File: src/rtl/enemy_controller.sv
// enemy_controller: single-enemy lifecycle FSM (spawn, fall, take hits, die or escape).
// Optional ENEMY_DRIFT_EN adds horizontal bouncing drift between X_MIN and X_MAX.
module enemy_controller #(
    parameter logic [9:0] Y_SPAWN      = 10'd24,
    parameter logic [9:0] Y_LIMIT      = 10'd456,
    parameter int         DYING_FRAMES = 4,
    parameter logic [9:0] X_MIN        = 10'd8,
    parameter logic [9:0] X_MAX        = 10'd631
) (
    input  logic       clk,
    input  logic       rst_n,
    input  logic       frame_tick,
    input  logic       spawn_req,
    input  logic [1:0] spawn_type,
    input  logic [9:0] spawn_x,
    input  logic       hit,
    output logic       spawn_ack,
    output logic       active,
    output logic [1:0] enemy_type,
    output logic [3:0] health,
    output logic [9:0] x_mid,
    output logic [9:0] y_mid,
    output logic       killed,
    output logic       escaped
);
    localparam int DW = $clog2(DYING_FRAMES + 1);

    if (X_MIN >= X_MAX) begin : g_bad_bounds
        $error("X_MIN must be below X_MAX");
    end

    typedef enum logic [1:0] {IDLE, ALIVE, DYING} state_t;

    state_t        state, state_nx;
    logic [1:0]    type_nx;
    logic [3:0]    health_nx;
    logic [9:0]    x_nx, y_nx, y_step, spawn_xc;
    logic          move_q, move_nx, steps;
    logic [DW-1:0] die_q, die_nx;
    logic          ack_nx, killed_nx, escaped_nx;
`ifdef ENEMY_DRIFT_EN
    logic          dir_q, dir_nx;
    logic [9:0]    x_drift;
`endif

    assign active = state != IDLE;

    always_ff @(posedge clk or negedge rst_n) begin
        if (!rst_n) begin
            state      <= IDLE;
            enemy_type <= '0;
            health     <= '0;
            x_mid      <= '0;
            y_mid      <= '0;
            move_q     <= 1'b0;
            die_q      <= '0;
            spawn_ack  <= 1'b0;
            killed     <= 1'b0;
            escaped    <= 1'b0;
`ifdef ENEMY_DRIFT_EN
            dir_q      <= 1'b0;
`endif
        end else begin
            state      <= state_nx;
            enemy_type <= type_nx;
            health     <= health_nx;
            x_mid      <= x_nx;
            y_mid      <= y_nx;
            move_q     <= move_nx;
            die_q      <= die_nx;
            spawn_ack  <= ack_nx;
            killed     <= killed_nx;
            escaped    <= escaped_nx;
`ifdef ENEMY_DRIFT_EN
            dir_q      <= dir_nx;
`endif
        end
    end

    always_comb begin
        state_nx   = state;
        type_nx    = enemy_type;
        health_nx  = health;
        x_nx       = x_mid;
        y_nx       = y_mid;
        move_nx    = move_q;
        die_nx     = die_q;
        ack_nx     = 1'b0;
        killed_nx  = 1'b0;
        escaped_nx = 1'b0;
        // type 2 moves only on every second tick, when the toggle is already set
        steps      = frame_tick && (enemy_type != 2'd2 || move_q);
        y_step     = y_mid + (enemy_type == 2'd0 ? 10'd2 : 10'd1);
`ifdef ENEMY_DRIFT_EN
        dir_nx     = dir_q;
        x_drift    = dir_q ? x_mid - 10'd1 : x_mid + 10'd1;
        spawn_xc   = spawn_x < X_MIN ? X_MIN : (spawn_x > X_MAX ? X_MAX : spawn_x);
`else
        spawn_xc   = spawn_x;
`endif
        case (state)
            IDLE: begin
                if (spawn_req && spawn_type != 2'd3) begin
                    state_nx  = ALIVE;
                    ack_nx    = 1'b1;
                    type_nx   = spawn_type;
                    x_nx      = spawn_xc;
                    y_nx      = Y_SPAWN;
                    health_nx = spawn_type == 2'd0 ? 4'd1 : (spawn_type == 2'd1 ? 4'd3 : 4'd4);
                    move_nx   = 1'b0;
`ifdef ENEMY_DRIFT_EN
                    dir_nx    = 1'b0;
`endif
                end
            end
            ALIVE: begin
                if (hit && health <= 4'd1) begin
                    state_nx  = DYING;
                    health_nx = 4'd0;
                    killed_nx = 1'b1;
                    die_nx    = '0;
                end else begin
                    if (hit) health_nx = health - 4'd1;
                    if (frame_tick) move_nx = ~move_q;
                    if (steps) begin
                        y_nx = y_step;
`ifdef ENEMY_DRIFT_EN
                        x_nx   = x_drift >= X_MAX ? X_MAX : (x_drift <= X_MIN ? X_MIN : x_drift);
                        dir_nx = x_drift >= X_MAX ? 1'b1 : (x_drift <= X_MIN ? 1'b0 : dir_q);
`endif
                        if (y_step >= Y_LIMIT) begin
                            state_nx   = IDLE;
                            health_nx  = 4'd0;
                            escaped_nx = 1'b1;
                        end
                    end
                end
            end
            DYING: begin
                if (frame_tick) begin
                    die_nx = die_q + 1'b1;
                    if (die_q == DW'(DYING_FRAMES - 1)) begin
                        state_nx = IDLE;
                        die_nx   = '0;
                    end
                end
            end
            default: state_nx = IDLE;
        endcase
    end
endmodule

File: config.mk
export PLATFORM = sky130hd
export DESIGN_NAME = enemy_controller
export DESIGN_NICKNAME = d
export VERILOG_FILES = /design/src/rtl/enemy_controller.sv
export SDC_FILE = /design/constraint.sdc
export NUM_CORES = 1
export LEC_CHECK = 0
export BUFFER_PORTS_ARGS = -buffer_cell sky130_fd_sc_hd__buf_2
export CAP_MARGIN = 25
export CORE_AREA = 2 2 75 77
export CTS_CLUSTER_DIAMETER = 200
export DETAILED_ROUTE_END_ITERATION = 10
export DIE_AREA = 0 0 77 79
export PLACE_DENSITY = 0.56
export SLEW_MARGIN = 20
export SYNTH_ARGS = -nofsm -noshare
export SYNTH_HDL_FRONTEND = slang
export SYNTH_SLANG_ARGS = --single-unit
File: constraint.sdc
create_clock -name clk -period 2.35 [get_ports clk]
set_input_delay 0.1175 -clock clk [delete_from_list [all_inputs] [get_ports clk]]
set_output_delay 0.1175 -clock clk [all_outputs]
set_load 0.03 [all_outputs]
After elaboration in Yosys (flattened, before gate mapping)
Cells that the tools add are included.
Cells by class
  $add $sub $neg: 3
  multiply operators: 0
  div/mod/pow operators: 0
  order comparisons: 2
  eq/ne operators: 15
  shifts and indexed selects: 0
  multiplexer cells: 36
  bitwise operators: 1
  reduce and logical (&&, ||, !) cells: 16
Operators with widths (count)
  $mux W10: 3
  $mux W4: 5
  $pmux W10 S2: 1
  $ne A2 B2 Y1 const B: 9
  $mux W3: 5
  $mux W2: 7
  $mux W1: 11
  $add A10 B2 Y10: 1
  $ge A10 B9 Y1 const B: 1
  $pmux W4 S2: 1
  $reduce_and A4 Y1: 2
  $logic_not A2 Y1: 3
  $ne A3 B3 Y1 const B: 2
  $pmux W2 S3: 1
  $pmux W3 S2: 1
  $reduce_bool A2 Y1: 3
  $reduce_and A5 Y1: 1
  $eq A2 B1 Y1 const B: 2
  $le A4 B1 Y1 const B: 1
  $reduce_and A2 Y1: 2
  $sub A4 B1 Y4 const B: 1
  $add A3 B1 Y3 const B: 1
  $eq A3 B2 Y1 const B: 1
  $logic_and A1 B1 Y1: 3
  5 further kinds: 5
Word-level totals
  register bits: 35
  bits in latches: 0
  memory bits (writable): 0
  bits in read-only memories: 0
  output and inout port bits: 30
  logic and storage cells: 83
  memories kept: 0

Logic depth before layout (Yosys ltp)
  depth in word-level cells: 8
  gate-level depth with buffers: 10
  depth with buffers taken out: 9

Worst setup path after synthesis
Ideal clock, no wire load.
  path kind: flip-flop to flip-flop
  start point: register enemy_type[0]
  end point: register health[2]
  setup time: 0.129 ns
  arrival: 2.470 ns
  slack: -0.249 ns
  stages on the path, launching flop included: 10
  path buffers: 1
  clock period less this slack: 2.599 ns
  cell sequence: dfrtp_1 or2_2 ha_1 fa_1 clkbuf_1 and3_1 o211ai_1 a41oi_2 o21ai_2 o211ai_2
On the way
  cells in the longest elaborated chain, start to end: 8
  elaborated cells between the ends (all ways): 11
  classes of those cells: add/sub (1); order compare (1); eq/ne (1); mux (5); reduce/logical (3)
Ends and longest elaborated chain
  start: declaration: RTL line 19  | output logic [1:0] enemy_type,
  start signal: assignment: RTL line 65  | enemy_type <= type_nx;
  $logic_not A2 Y1: RTL line 93  | y_step = y_mid + (enemy_type == 2'd0 ? 10'd2 : 10'd1);
  $mux W2: RTL line 93
  $add A10 B2 Y10: RTL line 93
  $ge A10 B9 Y1: RTL line 131  | if (y_step >= Y_LIMIT) begin
  $mux W4: RTL line 131
  $mux W4 (*): RTL line 125  | if (steps) begin
  $mux W4 (*): RTL line 117  | if (hit && health <= 4'd1) begin
  $pmux W4 S2 (*): RTL line 101  | case (state)
  end signal: assignment: RTL line 66  | health <= health_nx;
  end: declaration: RTL line 20  | output logic [3:0] health,
Every way passes the cells marked *; elsewhere a longest branch is shown, timed or not.
A chain may end at the register's enable or synchronous reset.

Final worst setup path
  start point: register enemy_type[1]
  end point: register health[1]
Same word-level chain as after synthesis.

==> key figures <==
Layout
  • Fillers: 570
  • Nets: 278
  • P&R area growth vs syn: 30.3%
  • Multi-input logic area: 897 µm²
  • Register area: 878 µm²
  • Layout cells sized above 1: 30.5%
  • Post-route cell area: 2320 µm²
  • Most frequent cells in the layout: nand2_1 (52), buf_2 (46), dfrtp_1 (33)
  • Most common cell after layout, fill and taps aside: nand2_1
  • Ant. Diodes: 0

Timing
  • Maximum clock rate: 0.425 GHz
  • Slew headroom: 49.4%
  • Skew final: ~11 ps
  • Worst setup margin: -1.43 ps
  • Least-Margin Pin Slew: approximately 760 ps
  • Slew Limit Fails: 0
  • Final Hold Viols: 0
  • Final setup vio count: 1
  • Final Cycle Share: 100%
  • RSZ-0062 raised after global routing: yes
  • Period minus WS final: 2350 ps

Placement
  • RD Place Congestion: 0.775
  • IO buf count: 46
  • Cell Area, Placed: about 2200 µm²
  • Post-DP HPWL: 3050 µm

Worst setup path
  • Critical path required time: 2560 ps
  • CP Max Fanout: 4
  • CP Cell Sequence: or2_4 -> inv_4 -> ha_4 -> a21o_1 -> and2_4 -> or4_4 -> a41oi_4 -> o211ai_1 -> a21oi_1
  • Setup CP Type: flip-flop to flip-flop
  • CP arrival: 2560 ps
  • Cell depth of the worst setup path: 9
  • CP Capture Type: flip-flop
  • Worst setup endpoint: health[1]
  • RR Startpoint: enemy_type[1]
  • Buf+Inv Stages, Crit Path: 1
  • Reg2reg path depth: 9
  • Slowest library cell on the worst path: or4_4
  • CP delay by family, top: simple AND/OR/NAND/NOR gates
  • R2r setup slk: -1 ps
  • FF-to-FF End: health[1]
  • CP startpoint: enemy_type[1]
  • Worst path max stage delay: 440 ps
  • Startpoint Class: flip-flop

Yosys
  • Register area share after synthesis: between 40% and 50%
  • Synth top area share: 49.3%
  • Mapped Area: 1780 µm²
  • Mean post-synth cell area: 8.98 µm²
  • Area leader, netlist: dfrtp_1
  • Distinct cell type count after synthesis: 43
  • Asr flop ratio synth: 100%
  • Warnings, synthesis: 0
  • Syn_nets: between 200 and 250
  • Top FF cell, synth: dfrtp_1
  • Post-synth EDFFs: 0
  • Syn Inst Count: 198
  • Ranking of synthesized cells by area: dfrtp_1 (49%), nand2_1 (11%), o21ai_0 (3.9%), ha_1 (3.5%), nor2_1 (2.7%)
  • #FFs+latches synth: 35

Route
  • Total Wirelength: roughly 4300 µm
  • DRT Pass-1 Iters: 4
  • Via count: 1595
  • DR iter-0 viols: between 80 and 90
  • Post-DR wirelength/cell: roughly 13 µm
  • ANT nets after route: 0
  • Drc violations: 0
  • Vias per inst: 4.86

Global routing
  • Antenna violations before repair: 0
  • Grt ovf: 0
  • Largest net degree at the start of global routing: 36
  • First-pass GRT wire length: 7670 µm
  • All-Layer GR Usage: 15.6%
  • Vias in the first global route: approximately 1700

Clocking
  • CTS root buf: clkbuf_8
  • Post-CTS Setup Bufs: 0
  • Skew-Pair Late Insertion Delay: 290 ps
  • CTS sink cnt: 35
  • CTS tree: built
  • Htree depth: 2
  • Clock transition at the registers of the reported paths: about 80 ps
  • Num CTS Buffers: 5
  • Clock Path Buffers: 2

Floorplanning
  • Row count: 27
  • Core area: about 5300 µm²
  • Starting Density: 33.3%
  • Die Footprint: 6080 µm²
  • Die width: ~77 µm
  • Die Span Y: 79 µm
  • Num ports: 47

Status
  • Failing checks: negative setup slack
  • Status: complete, but fails checks

Worst hold path
  • Hold Crit Class: primary input to flip-flop

Pwr
  • Pwr per Cell Area: 1280 nW/µm²
  • Peak VDD IR: 0.645 mV
  • Final Power: 2.96 mW
  • LEAKAGE: 1.18 nW

Flow run
  • Number of max-cap violations: 0
cell families (layout without fill, tap and decap cells):
group / after synthesis / after routing / synth area share, %
flops: 35 / 35 / 49.3
fa+ha+maj: 6 / 6 / 4.64
buf+inv: 16 / 74 / 3.45
compound gates: 47 / 47 / 18.4
xor+xnor: 2 / 2 / 0.985
simple gates: 92 / 92 / 23.2
worst reg2reg max path: cells and delay by family, from the launching register on:
kind | cells | cell delay [ps]
buffers and inverters | 1 | 80
AND/OR/NAND/NOR | 3 | 880
flip-flops | 1 | 400
adder cells (fa/ha/maj) | 1 | 190
AO/OA/AOI/OAI | 4 | 730
layout make-up:
type | instances | area share (%)
Multi-Input combinational cell | 147 | 38.7
Inverter | 9 | 1.57
Clock buffer | 8 | 4.32
Sequential cell | 35 | 37.9
Timing Repair Buffer | 57 | 13.6
Tap cell | 72 | 3.89
state kept, by name (all words and copies together) (netlist names):
name	cells
y_mid	10
spawn_ack	1
die_q	3
health	4
enemy_type	2
move_q	1
killed	1
x_mid	10
escaped	1
state	2
stage by stage:
step | setup WS [ps] | hold WS (ps) | std cells | TNS (ps) | util (%)
6_report | -1.43 | 20.7 | 328 | -1.43 | 43.4
5_1_grt | -112 | 19.6 | 328 | -469 | 43.4
4_1_cts | 6.64 | 10.0 | 328 | 0 | 43.0
3_5_place_dp | -14.0 | 251 | 319 | -26.3 | 40.6
3_3_place_gp | 28.7 | 257 | 319 | 0 | 40.6
2_1_floorplan | -32.1 | -178 | 198 | -55.2 | -
synthesized netlist by cell type (2+ instances only):
cell type and n:
clkbuf_1 5, nor4_1 2, o21ai_0 14, a21o_1 2, dfrtp_1 35, nand2b_1 3, o22ai_1 3, and3_1 3
o31ai_1 3, nor2_1 13, nor3_1 2, o211ai_1 3, inv_1 9, a21oi_1 7, o31a_1 2, nand2_1 52
nand3_1 5, nand4_1 3, ha_1 5, a31oi_1 4
where the power goes:
| group | switching, mW | total, mW | internal (mW) |
|---|---|---|---|
| Clock | 0.213 | 0.480 | 0.268 |
| Combinational | 0.962 | 1.49 | 0.525 |
| Sequential | 0.191 | 0.996 | 0.805 |
| Total | 1.37 | 2.96 | 1.60 |
metal layers:
metal,GRT usage [%],vias to the layer above,wire length [µm]
met5,0,-,0
met4,5.71,0,39
met3,4.55,4,235
met2,24.5,43,1990
met1,20.7,748,2050
li1,-,800,-
worst min-delay path by stage:
stage,end,from,slack (ps),cells after the start
after floorplan,die_q[0],rst_n,-180,0
after global placement,x_mid[3],rst_n,260,1
after detailed placement,die_q[1],rst_n,250,1
after CTS,x_mid[4],spawn_x[4],10,3
after global routing,x_mid[3],spawn_x[3],20,3
final,x_mid[4],spawn_x[4],20,3
timing repair:
item | 4_1_cts | 5_1_grt
pin swaps | 2 | 4
resized for setup | 2 | 4
endpoints found under the hold margin | 35 | 0
hold buffers | 1 | 0
endpoints found under the setup margin | 3 | 5
Note: power is estimated with default switching activity, not from simulation.
